File: config.mk
export PLATFORM = sky130hd
export DESIGN_NAME = hub75_scanner
export DESIGN_NICKNAME = d
export VERILOG_FILES = /design/src/rtl/hub75_scanner.sv
export SDC_FILE = /design/constraint.sdc
export NUM_CORES = 1
export LEC_CHECK = 0
export ABC_AREA = 1
export BUFFER_PORTS_ARGS = -buffer_cell sky130_fd_sc_hd__buf_2
export CORE_MARGIN = 4
export CORE_UTILIZATION = 38
export CTS_CLUSTER_DIAMETER = 100
export DETAILED_ROUTE_END_ITERATION = 8
export GPL_TIMING_DRIVEN = 0
export SETUP_SLACK_MARGIN = 0.1
export SYNTH_ARGS = -nofsm -noshare
export SYNTH_HDL_FRONTEND = slang
export SYNTH_SLANG_ARGS = --single-unit
File: constraint.sdc
create_clock -name clk -period 5.2 [get_ports clk]
set_input_delay 1.3 -clock clk [delete_from_list [all_inputs] [get_ports clk]]
set_output_delay 1.3 -clock clk [all_outputs]
set_load 0.005 [all_outputs]
File: src/rtl/hub75_scanner.sv
// HUB75 panel scanner: reads a 64x32 RGB565 framebuffer and drives
// a 1/16-scan panel using binary-code-modulated bit planes.
// Ports:
//   clk, reset                        sole clock, sync active-high reset
//   read_addr, read_en                framebuffer read {row, col}
//   read_data_top, read_data_bottom   pixels of row r and r+16 (1 clk latency)
//   hub75_red/green/blue              bit0 = top half, bit1 = bottom half
//   hub75_addr, hub75_clk, hub75_latch, hub75_oe (active low)
//   frame_done                        1-clk pulse after each full frame
//   brightness (HUB75_BRIGHTNESS_EN)  OE duty in 1/16 steps, sampled at DISPLAY entry
module hub75_scanner #(
  parameter int BASE_TIME = 8,
  parameter int PLANES    = 5
) (
  input  logic        clk,
  input  logic        reset,
`ifdef HUB75_BRIGHTNESS_EN
  input  logic [3:0]  brightness,
`endif
  output logic [9:0]  read_addr,
  output logic        read_en,
  input  logic [15:0] read_data_top,
  input  logic [15:0] read_data_bottom,
  output logic [1:0]  hub75_red,
  output logic [1:0]  hub75_green,
  output logic [1:0]  hub75_blue,
  output logic [3:0]  hub75_addr,
  output logic        hub75_clk,
  output logic        hub75_latch,
  output logic        hub75_oe,
  output logic        frame_done
);

  typedef enum logic [2:0] {
    IDLE, PREFETCH, SHIFT, LATCH, DISPLAY
  } state_t;

  state_t      state, state_n;
  logic [3:0]  row;
  logic [2:0]  plane;
  logic [5:0]  col;
  logic [15:0] cnt;
  logic [15:0] disp_len;
  logic [3:0]  off;
  logic        shift_last;
  logic        disp_last;
  logic        frame_last;
  logic [1:0]  red_q, green_q, blue_q;
  logic [3:0]  addr_q;
  logic        done_q;

  assign disp_len   = 16'(BASE_TIME) << plane;
  // planes are MSB-aligned within each 5-bit channel field
  assign off        = 4'(5 - PLANES) + {1'b0, plane};
  assign shift_last = (state == SHIFT) && (cnt == 16'd127);
  assign disp_last  = (state == DISPLAY) && (cnt == disp_len - 16'd1);
  assign frame_last = (row == 4'd15) && (plane == 3'(PLANES - 1));

  always_ff @(posedge clk) begin
    if (reset) state <= IDLE;
    else       state <= state_n;
  end

  always_comb begin
    state_n = state;
    unique case (state)
      IDLE:     state_n = PREFETCH;
      PREFETCH: state_n = SHIFT;
      SHIFT:    if (shift_last) state_n = LATCH;
      LATCH:    state_n = DISPLAY;
      DISPLAY:  if (disp_last) state_n = PREFETCH;
      default:  state_n = IDLE;
    endcase
  end

`ifdef HUB75_BRIGHTNESS_EN
  logic [15:0] on_len;
  logic [19:0] on_prod;

  assign on_prod = (20'(brightness) + 20'd1) * 20'(disp_len);

  always_ff @(posedge clk) begin
    if (reset)               on_len <= '0;
    else if (state == LATCH) on_len <= 16'(on_prod >> 4);
  end

  assign hub75_oe = !((state == DISPLAY) && (cnt < on_len));
`else
  assign hub75_oe = (state != DISPLAY);
`endif

  always_ff @(posedge clk) begin
    if (reset) begin
      row     <= '0;
      plane   <= '0;
      col     <= '0;
      cnt     <= '0;
      red_q   <= '0;
      green_q <= '0;
      blue_q  <= '0;
      addr_q  <= '0;
      done_q  <= 1'b0;
    end else begin
      done_q <= 1'b0;
      unique case (state)
        SHIFT: begin
          cnt <= cnt + 16'd1;
          // phase 0: capture column c; phase 1 then shows c+1 address
          if (!cnt[0]) begin
            red_q   <= {read_data_bottom[4'd11 + off],
                        read_data_top[4'd11 + off]};
            green_q <= {read_data_bottom[4'd6 + off],
                        read_data_top[4'd6 + off]};
            blue_q  <= {read_data_bottom[off],
                        read_data_top[off]};
            if (col != 6'd63) col <= col + 6'd1;
          end
          if (shift_last) begin
            cnt    <= '0;
            addr_q <= row;
          end
        end
        DISPLAY: begin
          cnt <= cnt + 16'd1;
          if (disp_last) begin
            cnt    <= '0;
            col    <= '0;
            done_q <= frame_last;
            if (plane == 3'(PLANES - 1)) begin
              plane <= '0;
              row   <= row + 4'd1;
            end else begin
              plane <= plane + 3'd1;
            end
          end
        end
        default: cnt <= '0;
      endcase
    end
  end

  assign read_en     = (state == PREFETCH) || (state == SHIFT);
  assign read_addr   = {row, col};
  assign hub75_clk   = (state == SHIFT) && cnt[0];
  assign hub75_latch = (state == LATCH);
  assign hub75_red   = red_q;
  assign hub75_green = green_q;
  assign hub75_blue  = blue_q;
  assign hub75_addr  = addr_q;
  assign frame_done  = done_q;

endmodule

# Yosys cells after proc, flatten, opt, wreduce, memory -nomap -nowiden
# Index checks and enable logic that the tools add are counted.
[totals]
reg_bits = 43
input_bits = 34
output_inout_bits = 25
[classes]
addsub = 7
order_cmp = 3
eq_ne = 14
n_shift = 1
muxes = 23
bitwise_logic = 3
n_reduce_logical = 14
[op_table]
columns = ["cell", "n"]
rows = [
  ["$mux 16", 2],
  ["$pmux 16 s2", 1],
  ["$mux 6", 3],
  ["$add 16x1->16 const B", 1],
  ["$bmux 1 s4", 4],
  ["$eq 16x16->1", 1],
  ["$eq 16x7->1 const B", 1],
  ["$shl 4x3->16 const A", 1],
  ["$sub 16x1->16 const B", 1],
  ["$pmux 3 s5", 1],
  ["$pmux 6 s2", 1],
  ["$lt 4x5->1 const B", 2],
  ["$mux 3", 3],
  ["$reduce_and 2->1", 4],
  ["$add 6x1->6 const B", 1],
  ["$bmux 1 s3", 2],
  ["$eq 3x2->1 const B", 2],
  ["$eq 3x3->1 const B", 2],
  ["$mux 1", 6],
  ["$ne 2x2->1 const B", 3],
  ["$ne 6x6->1 const B", 1],
  ["$lt 3x5->1 const B", 1],
  ["$add 3x3->4 const A", 1],
  ["$add 4x1->4 const B", 1],
  ["14 further kinds", 19],
]

# Logic depth before layout (Yosys ltp)
# Gate-level depths: netlist of run 1.
[logic_depth]
depth_word = 6
mapped_depth = 19
depth_no_buf = 18

# Worst setup path before layout of run 1
# Ideal clock, no wire load.
[synth_timing]
path_type = "register to register"
from = "register plane[0]"
to = "register cnt[7]"
setup_time_ps = 124
t_arrival_ps = 2347
required_ps = 5076
path_slack_ps = 2730
stages_incl_launch_ff = 18
n_path_buf = 2
synth_period_minus_slack_ps = 2470
cell_sequence = "dfxtp_1 -> buf_2 -> inv_1 -> buf_1 -> ha_1 -> nand2_4 -> clkinv_1 -> nand2_2 -> nand3_2 -> nand2_1 -> nor2_2 -> nand2_2 -> nor2_4 -> nand2_4 -> nand2_4 -> o21ai_4 -> nand2_8 -> nor3_2"
[synth_between]
elab_chain_len = 6
[synth_rtl]
columns = ["item", "line", "text"]
rows = [
  ["from (decl)", "40", "logic [2:0] plane;"],
  ["from (signal assigned)", "133", "plane <= plane + 3'd1;"],
  ["$shl 4x3->16", "52", "assign disp_len = 16'(BASE_TIME) << plane;"],
  ["$sub 16x1->16", "56", "assign disp_last = (state == DISPLAY) && (cnt == disp_len - 16'd1);"],
  ["$eq 16x16->1", "56", ""],
  ["$logic_and 1x1->1", "56", ""],
  ["$mux 16", "125", "if (disp_last) begin"],
  ["$pmux 16 s2", "105", "unique case (state)"],
  ["to (signal assigned)", "107", "cnt <= cnt + 16'd1;"],
  ["to (signal assigned)", "124", "cnt <= cnt + 16'd1;"],
  ["to (decl)", "42", "logic [15:0] cnt;"],
]
# Every way passes these cells.
# A chain may end at the register's enable or synchronous reset.

# Final worst setup path of run 1
# Same ends and word-level chain as after synthesis.

==> run_results.csv, run 1 <==
group,metric,value,unit
detailed_routing,drc,0,
clock_tree,post_cts_resized,0,
clock_tree,clk_pin_slew,0.08,ns
hold_path,min_to,"hub75_addr[2]$_SDFFE_PP0P_",
worst_setup_path,path_max_fanout,12,
timing,tns,0,ns
synth,syn_nets,545,
grt,track_usage,17.73,%
detailed_routing,routedWlPerCell,13.32,um
timing,finalCriticalPeriod,2.942,ns
floorplanning,core,8382,um^2
synth,synth_edf_count,0,
timing,setup_viol,0,
timing,fin_worst_skew,0.009362,ns
synth,syn-mean-instance-area,6.726,um^2
floorplanning,io_pins,59,
power_and_ir_drop,vdd_ir_drop_max,0.1543,mV
clock_tree,root_buffer,"clkbuf_8",
floorplanning,initial_core_util,39.72,%
detailed_routing,wl,8842,um
power_and_ir_drop,total_power,813.5,uW
worst_setup_path,reg2reg_slack,2.26,ns
worst_setup_path,crit_path_start_kind,"flop",
cells_and_area,nets,610,
worst_setup_path,worstReg2RegEnd,"cnt[7]$_SDFF_PP0_",
detailed_routing,first_iter_violations,186,
outcome,status,"finished, final reports clean",
place,routabilityCongestion,0.9137,
worst_setup_path,required,5.38,ns
place,portBuffers,58,
synth,synth_area,3329,um^2
clock_tree,cts.sinks,43,
synth,ys_seq_elements,43,
hold_path,min_from,"hub75_addr[2]$_SDFFE_PP0P_",
detailed_routing,first_pass_iters,4,
timing,tightest_slew,0.6139,ns
synth,ys_warn_count,0,
timing,fin_crit_sh,56.57,%
grt,grt_overflow,0,
synth,synthFlopType,"dfxtp_1",
timing,slew_viol_final,0,
cells_and_area,n_fill_cell,891,
detailed_routing,via_per_inst,5.142,
worst_setup_path,worstReg2RegStart,"plane[0]$_SDFFE_PP0P_",
synth,seq_area_frac_synth,25.85,%
floorplanning,rows,33,
floorplanning,dieHeight,101.6,um
power_and_ir_drop,powerDensity,212.5,nW/um^2
detailed_routing,vias,3414,
clock_tree,postCtsSetupBuffers,0,
cells_and_area,area_growth_syn_to_layout,14.96,%
cells_and_area,final_common_cell,"nand2_1",
grt,grt_max_degree,16,
timing,slew_headroom,59.07,%
floorplanning,fp.dieW,101.6,um
detailed_routing,detail-route-antenna-nets,0,
worst_setup_path,reg2reg_depth,15,
cells_and_area,antenna_cells,0,
clock_tree,hold_buffers,0,
worst_setup_path,critPathCaptureType,"flop",
clock_tree,clk-insertion-delay-late,0.29,ns
hold_path,hold_path_class,"flop to flop",
floorplanning,fp.dieArea,10320,um^2
hold_path,hold_path_depth,2,
place,place.detailed.hpwl,7130,um
clock_tree,htree_num_levels,2,
timing,fmax,0.3399,GHz
grt,grt_pass1_vias,3174,
clock_tree,cts_tree,"done",
grt,grt_pass1_wl,14970,um
synth,ys_types,41,
cells_and_area,mostFrequentLayoutCells,"88 x nand2_1, 62 x nor2_1, 60 x buf_2",
clock_tree,clk_path_buf_depth,2,
clock_tree,numCtsBuffers,5,
job,maxCapViolCount,0,
synth,netlist_instances,495,
worst_setup_path,criticalPathCategory,"flop to flop",
worst_setup_path,critPathArrivalTime,3.12,ns
timing,hold_violations,0,
synth,async_reset_ff_share,0,%
timing,grt_setup_unrepaired,"no",
cells_and_area,layout-drive-gt1-share,19.32,%
grt,antenna_found_initial,0,
power_and_ir_drop,p_leak,0.001693,uW
## layer usage
layer	vias to the layer above	wire length [um]	track usage, %	share of wire (%)
li1	1771	-	-	-
met1	1553	4312	24.89	49
met2	80	4025	28.27	46
met3	10	419	3.581	4.7
met4	0	85	3.476	0.96
met5	-	0	0	0
## stage by stage
stage	std cells	cell area, um^2	hold slack (ns)	util (%)	setup slack, ns
2_1_floorplan	495	3329	0.4512	-	2.730
3_3_place_gp	658	3751	0.4570	44.75	2.295
3_5_place_dp	658	3751	0.4592	44.75	2.292
4_1_cts	664	3827	0.4721	45.66	2.276
5_1_grt	664	3827	0.4902	45.66	2.014
6_report	664	3827	0.4738	45.66	2.258
## report_power, final
| part | switching (uW) | internal (uW) |
|---|---|---|
| clock | 109 | 89.2 |
| sequential | 21.4 | 359 |
| combinational | 146 | 89.2 |
| total | 276 | 538 |
## how the worst max path moves through the flow
stage,startpoint,end,slack [ns],cells past startpoint
floorplan,plane[0]$_SDFFE_PP0P_,cnt[7]$_SDFF_PP0_,2.73,17
global placement,plane[0]$_SDFFE_PP0P_,cnt[7]$_SDFF_PP0_,2.30,15
detailed placement,plane[0]$_SDFFE_PP0P_,cnt[7]$_SDFF_PP0_,2.29,15
CTS,plane[0]$_SDFFE_PP0P_,cnt[7]$_SDFF_PP0_,2.28,15
global route,plane[1]$_SDFFE_PP0P_,plane[2]$_SDFFE_PP0P_,2.01,15
finish,plane[0]$_SDFFE_PP0P_,cnt[7]$_SDFF_PP0_,2.26,15
## synthesized netlist by cell type, types with 2 or more instances
| cell | count | area (um^2) |
|---|---|---|
| nor3_1 | 5 | 25.02 |
| xnor2_1 | 2 | 17.52 |
| nand2_2 | 3 | 18.77 |
| buf_2 | 2 | 10.01 |
| nor4_1 | 3 | 18.77 |
| a21oi_1 | 27 | 135.1 |
| nor2_2 | 9 | 56.30 |
| nand2_1 | 88 | 330.3 |
| dfxtp_1 | 43 | 860.8 |
| mux2i_1 | 7 | 70.07 |
| o21ai_1 | 4 | 20.02 |
| nor2_1 | 62 | 232.7 |
| o21ai_0 | 39 | 195.2 |
| nand3_2 | 2 | 20.02 |
| buf_1 | 2 | 7.510 |
| nand3_1 | 45 | 225.2 |
| nand2_4 | 7 | 78.83 |
| inv_1 | 59 | 221.5 |
| clkbuf_1 | 9 | 33.78 |
| xor2_1 | 10 | 87.58 |
| ha_1 | 16 | 200.2 |
| nand4_1 | 8 | 50.05 |
| nor3_2 | 7 | 70.07 |
| nor2_4 | 4 | 45.04 |
| o211ai_1 | 12 | 90.09 |
| o221ai_1 | 5 | 43.79 |
## worst max-delay path, cell delays in order, from the launching register on
cell and delay (ns):
dfxtp_1 0.33, buf_2 0.20, inv_1 0.18, buf_1 0.43
ha_1 0.38, nand2_4 0.15, nand2_1 0.13, nand2_1 0.07
nand2_1 0.08, nand4_1 0.11, nor2_2 0.23, nand2_4 0.09
nand2_4 0.13, o21ai_4 0.13, nand2_8 0.14, nor3_2 0.05
## layout make-up
cell class              count  area [um^2]  share of cell area, %
well taps                 105        131.4                  3.432
multi-input cells         376         2168                  56.65
repair buffers             58        290.3                  7.584
clock inverters             1        7.507                 0.1961
clock buffers               5        68.82                  1.798
flip-flops and latches     43        860.8                  22.49
plain buffers              14        62.56                  1.635
inverters                  62        237.7                  6.211
## flip-flops by register name (all words and copies together), names as in the netlist, 2 cells and up
| signal | cells |
|---|---|
| hub75_green | 2 |
| hub75_blue | 2 |
| col | 6 |
| hub75_addr | 4 |
| row | 4 |
| hub75_red | 2 |
| state | 3 |
| cnt | 16 |
| plane | 3 |
## cells by family (layout without fill, tap and decap cells)
kind of cell	count (synthesis)	count (layout)	synth area share [%]
AND/OR/NAND/NOR	246	246	36.53
XOR/XNOR	12	12	3.157
adder cells (fa/ha/maj)	16	16	6.013
buffers and inverters	76	140	9.019
multiplexers	7	7	2.105
AO/OA/AOI/OAI	95	95	17.33
flip-flops	43	43	25.86
Power figures use the tool's default switching activity.
==> inputs of run 2 (changes only) <==
- clock period: 5.2 -> 2.6 ns (I/O delays scaled with it)
==> run 2 against run 1 <==
- first-iteration DRC count increased by 13%
- critical path type unchanged
- final area is 4.4% higher
- via count rose by 1.7%
- combinational power is 110% higher
- register-to-register slack got worse by 2.0 ns
- utilization is 2.0 points higher
- sequential cell count unchanged
- global-route usage up 0.21 points
- worst hold slack about the same
==> run_results.csv, run 2 (same netlist as run 1, synthesis figures left out) <==
group,metric,value,unit
cells_and_area,largestRegisters,"cnt (16), col (6)",
timing,finalCriticalPeriod,2.378,ns
worst_setup_path,required,2.79,ns
power_and_ir_drop,switching_share,34.50,%
clock_tree,cts.sinks,43,
timing,setup_viol,0,
worst_setup_path,crit_path_start_kind,"flop",
power_and_ir_drop,vdd_ir_drop_max,0.3121,mV
clock_tree,clk-insertion-delay-late,0.29,ns
clock_tree,htree_num_levels,2,
timing,tightest_slew,0.5555,ns
floorplanning,rows,33,
power_and_ir_drop,p_int,1074,uW
clock_tree,cts_tree,"done",
power_and_ir_drop,pwr-share-clk,24.3,%
hold_path,hold_path_class,"flop to flop",
worst_setup_path,max_stage_delay,0.37,ns
floorplanning,dieHeight,101.6,um
timing,fmax,0.4205,GHz
clock_tree,clk_path_buf_depth,2,
timing,tns,0,ns
job,maxCapViolCount,0,
floorplanning,fp.dieArea,10320,um^2
timing,fin_worst_skew,0.007847,ns
grt,grt_overflow,0,
timing,fin_crit_sh,91.47,%
power_and_ir_drop,seq_power_share,46.2,%
grt,grt_pass1_vias,3210,
cells_and_area,antenna_cells,0,
floorplanning,io_pins,59,
worst_setup_path,path_cells,"buf_8 -> clkinvlp_4 -> buf_6 -> ha_4 -> nor2_4 -> nand2_4 -> nor2_4 -> nand2_2 -> nand3_1 -> nand2_1 -> nor2_4 -> nand2_4 -> nand2_8 -> o21ai_4 -> nand2_4 -> nor3_2",
outcome,status,"finished, final reports clean",
cells_and_area,mostFrequentLayoutCells,"88 x nand2_1, 61 x nor2_1, 59 x buf_2",
detailed_routing,wl,9075,um
grt,antenna_found_initial,0,
detailed_routing,first_pass_iters,4,
grt,grt_max_degree,16,
cells_and_area,area_growth_syn_to_layout,19.99,%
grt,track_usage,17.94,%
power_and_ir_drop,p_leak,0.001751,uW
clock_tree,numCtsBuffers,5,
timing,slew_viol_final,0,
timing,grt_setup_unrepaired,"no",
worst_setup_path,critPathCaptureType,"flop",
detailed_routing,first_iter_violations,210,
clock_tree,root_buffer,"clkbuf_8",
detailed_routing,detail-route-antenna-nets,0,
timing,hold_violations,0,
worst_setup_path,criticalPathCategory,"flop to flop",
cells_and_area,n_fill_cell,873,
power_and_ir_drop,total_power,1640,uW
power_and_ir_drop,p_comb_share,29.5,%
floorplanning,fp.dieW,101.6,um
cells_and_area,nets,617,
cells_and_area,final_common_cell,"nand2_1",
detailed_routing,via_per_inst,5.176,
worst_setup_path,critPathArrivalTime,2.57,ns
cells_and_area,top_register,"cnt",
floorplanning,core,8382,um^2
grt,grt_pass1_wl,15150,um
cells_and_area,final_cells,671,
cells_and_area,layout-drive-gt1-share,22.61,%
detailed_routing,drc,0,
place,portBuffers,58,
detailed_routing,vias,3473,
worst_setup_path,path_max_fanout,12,
cells_and_area,final_core_utilization,47.66,%
power_and_ir_drop,powerDensity,410.4,nW/um^2
place,routabilityCongestion,0.9137,
power_and_ir_drop,p_sw,565.6,uW
place,placedCellCount,658,
clock_tree,clk_pin_slew,0.08,ns
worst_setup_path,slowest_stage,"dfxtp_4",
timing,slew_headroom,62.84,%
detailed_routing,routedWlPerCell,13.52,um
floorplanning,initial_core_util,39.72,%
cells_and_area,largest_reg_flops,16,
place,place.detailed.hpwl,7130,um
run 2: changes by cell type in the layout (fill, tap and decap cells not counted), moves of 2 or more:
cell	previous run	this run
buf_4	0	5
dfxtp_1	43	40
ha_1	16	12
ha_4	0	3
nor2_4	4	6
dfxtp_4	0	3
run 2: power groups by stage:
stage	sequential, uW	clock, uW	combinational (uW)
floorplan	774	0	312
global placement	776	0	464
detailed placement	776	0	473
CTS	761	415	485
global route	766	448	549
finish	758	399	483
run 2: layer usage:
metal	up-vias	share of wire [%]	global-route usage [%]
met5	-	0	0
met4	0	1.1	3.681
met3	11	4.1	3.512
met2	66	46	28.67
met1	1610	49	25.14
li1	1786	-	-
run 2: critical path, delay by kind of cell, from the launching register on:
kind                       cells  cell delay (ns)
AOI/OAI and AO/OA              1             0.13
adders and majority gates      1             0.19
buffers and inverters          3             0.43
DFF                            1             0.37
and+or+nand+nor               11             1.16
run 2: repair_timing:
item | in CTS | in global routing
setup endpoints to repair | 33 | 31
endpoints found under the hold margin | 0 | 0
resized for setup | 13 | 17
hold buffers | 0 | 0
buffers inserted | 1 | 4
pin swaps | 4 | 5
gates cloned | 1 | 1
run 2: path summary, 6_finish.rpt:
| path | start | end | slack [ns] | cells after the start |
|---|---|---|---|---|
| max reg2reg | plane[0]$_SDFFE_PP0P_ | cnt[2]$_SDFF_PP0_ | 0.22 | 16 |
| max | plane[0]$_SDFFE_PP0P_ | cnt[2]$_SDFF_PP0_ | 0.22 | 16 |
| min reg2reg | hub75_addr[2]$_SDFFE_PP0P_ | hub75_addr[2]$_SDFFE_PP0P_ | 0.47 | 2 |
| min | hub75_addr[2]$_SDFFE_PP0P_ | hub75_addr[2]$_SDFFE_PP0P_ | 0.47 | 2 |
run 2: final cells by class:
cell class                      instances  area [um^2]  area share (%)
Multi-Input combinational cell        378         2262           56.62
Sequential cell                        43        872.1           21.83
Timing Repair Buffer                   63        327.8           8.205
Inverter                               62        241.5           6.044
Tap cell                              105        131.4           3.288
Buffer                                 14        83.83           2.098
Clock buffer                            5        68.82           1.723
Clock inverter                          1        7.507          0.1879
run 2: through the flow:
| stage | worst slack [ns] | hold WS, ns | instance area (um^2) |
|---|---|---|---|
| after detailed placement | -0.3085 | 0.4592 | 3751 |
| after global routing | 0.08803 | 0.4902 | 3995 |
| after CTS | 0.1111 | 0.4721 | 3872 |
| after floorplan | 0.1298 | 0.4512 | 3329 |
| after global placement | -0.3048 | 0.4570 | 3751 |
| final | 0.2217 | 0.4739 | 3995 |
==> inputs of run 3 (changes only) <==
- CORE_ASPECT_RATIO: not set -> 0.75
- CORE_UTILIZATION: 38 -> 51
- PLACE_DENSITY: not set -> 0.77
==> run 3 against run 2 <==
- maximum frequency shrank 0.49%
- die area down 23%
- via count grew 5.2%
- clock-buffer cell count increased by 1
- clock power is 40% higher
- clock skew barely moved
- worst setup slack got worse by 0.012 ns
==> run_results.csv, run 3 (same netlist as run 1, synthesis figures left out) <==
group,metric,value,unit
floorplanning,initial_core_util,52.69,%
cells_and_area,antenna_cells,0,
detailed_routing,wl,9435,um
clock_tree,numCtsBuffers,5,
power_and_ir_drop,p_leak,0.001804,uW
floorplanning,rows,25,
clock_tree,clk_pin_slew,0.09,ns
hold_path,min_to,"hub75_addr[3]$_SDFFE_PP0P_",
worst_setup_path,worstReg2RegEnd,"cnt[2]$_SDFF_PP0_",
detailed_routing,vias,3653,
worst_setup_path,critPathArrivalTime,2.59,ns
grt,antenna_found_initial,0,
timing,fin_crit_sh,91.93,%
timing,tightest_slew,0.6865,ns
place,routabilityCongestion,0.9204,
grt,grt_pass1_vias,3385,
worst_setup_path,crit_path_start_kind,"flop",
timing,finalCriticalPeriod,2.390,ns
clock_tree,htree_num_levels,2,
cells_and_area,largest_reg_flops,16,
worst_setup_path,reg2reg_slack,0.21,ns
clock_tree,cts_tree,"done",
timing,setup_viol,0,
hold_path,hold_path_class,"flop to flop",
worst_setup_path,critPathCaptureType,"flop",
worst_setup_path,worstReg2RegStart,"plane[1]$_SDFFE_PP0P_",
worst_setup_path,required,2.80,ns
outcome,status,"finished, final reports clean",
detailed_routing,via_per_inst,5.586,
grt,track_usage,24.01,%
cells_and_area,layout-drive-gt1-share,23.39,%
job,maxCapViolCount,0,
worst_setup_path,criticalPathCategory,"flop to flop",
hold_path,min_from,"hub75_addr[3]$_SDFFE_PP0P_",
floorplanning,core,6319,um^2
power_and_ir_drop,powerDensity,447.3,nW/um^2
detailed_routing,first_iter_violations,366,
cells_and_area,final_common_cell,"nand2_1",
timing,fmax,0.4184,GHz
cells_and_area,largestRegisters,"cnt (16), col (6)",
timing,hold_violations,0,
detailed_routing,dr_wl_met3,789,um
clock_tree,clk-insertion-delay-late,0.30,ns
timing,slew_viol_final,0,
worst_setup_path,path_max_fanout,8,
timing,grt_setup_unrepaired,"no",
timing,fin_ws,0.2099,ns
place,preCtsSetupSlack,-0.2822,ns
grt,grt_max_degree,16,
detailed_routing,drc,0,
cells_and_area,mostFrequentLayoutCells,"88 x nand2_1, 61 x nor2_1, 59 x buf_2",
detailed_routing,first_pass_iters,5,
detailed_routing,detail-route-antenna-nets,0,
hold_path,hold_path_depth,2,
power_and_ir_drop,vdd_ir_drop_max,0.4190,mV
detailed_routing,wl_met1,4429,um
floorplanning,fp.dieArea,7898,um^2
place,portBuffers,58,
cells_and_area,area_growth_syn_to_layout,21.35,%
floorplanning,fp.dieW,101.3,um
place,place.detailed.hpwl,7083,um
detailed_routing,routed.top_layer,"met4",
timing,slew_headroom,54.08,%
clock_tree,cts.sinks,43,
detailed_routing,routedWlPerCell,14.43,um
timing,worst_hold_slack,0.4706,ns
cells_and_area,nets,622,
grt,grt_pass1_wl,15470,um
grt,grt_overflow,0,
detailed_routing,met2_length,4130,um
clock_tree,clk_path_buf_depth,2,
clock_tree,hold_buffers,0,
floorplanning,dieHeight,77.98,um
worst_setup_path,reg2reg_depth,15,
cells_and_area,top_register,"cnt",
clock_tree,root_buffer,"clkbuf_8",
timing,fin_worst_skew,0.008127,ns
floorplanning,io_pins,59,
[run 3: report_power, final]
group	leakage, uW	internal (uW)	switching [uW]
Combinational	0.00139	181	309
Sequential	0.000350	716	42.5
Clock	0.0000618	316	242
[run 3: routing by layer]
layer	global-route usage [%]	vias up
met5	0	-
met4	3.984	0
met3	7.098	15
met2	35.64	161
met1	34.75	1676
li1	-	1801
[run 3: area by class of cell]
type	count	area [um^2]
flip-flops and latches	43	869.6
clock inverters	2	38.79
inverters	62	241.5
repair buffers	68	365.4
well taps	81	101.3
plain buffers	14	88.84
multi-input cells	378	2252
clock buffers	6	82.58
fillers	550	2278
[run 3: how the worst max path moves through the flow]
stage	start	to	slack (ns)	cells after the start
3_3_place_gp	plane[0]$_SDFFE_PP0P_	cnt[7]$_SDFF_PP0_	-0.28	17
2_1_floorplan	plane[0]$_SDFFE_PP0P_	cnt[7]$_SDFF_PP0_	0.13	17
4_1_cts	plane[1]$_SDFFE_PP0P_	cnt[7]$_SDFF_PP0_	0.12	17
5_1_grt	plane[1]$_SDFFE_PP0P_	cnt[10]$_SDFF_PP0_	0.1	13
6_report	plane[1]$_SDFFE_PP0P_	cnt[2]$_SDFF_PP0_	0.21	15
3_5_place_dp	plane[0]$_SDFFE_PP0P_	cnt[7]$_SDFF_PP0_	-0.28	17
[run 3: what timing repair did]
item,CTS,global route
setup endpoints to repair,33,31
setup buffers,1,9
gates resized for setup,13,17
pin swaps,1,3
cloned,0,2
[run 3: critical path: stages, from the launching register on]
cell     delay, ns
dfxtp_4       0.35
buf_4         0.17
ha_1          0.23
ha_1          0.23
inv_1         0.10
nand2_4       0.07
nor2_4        0.12
nand2_2       0.08
nand3_1       0.11
nand2_1       0.10
nor2_4        0.20
nand2_4       0.10
nand2_8       0.10
o21ai_4       0.13
nand2_4       0.16
nor3_2        0.05
[run 3: metrics by stage]
step	util [%]	area, um^2	std cells	power [uW]	TNS, ns
finish	63.94	4040	654	1807	0
global placement	58.89	3721	634	1233	-6.450
floorplan	-	3329	495	1086	0
global route	63.94	4040	654	1912	0
detailed placement	58.89	3721	634	1249	-6.739
CTS	61.35	3876	643	1804	0
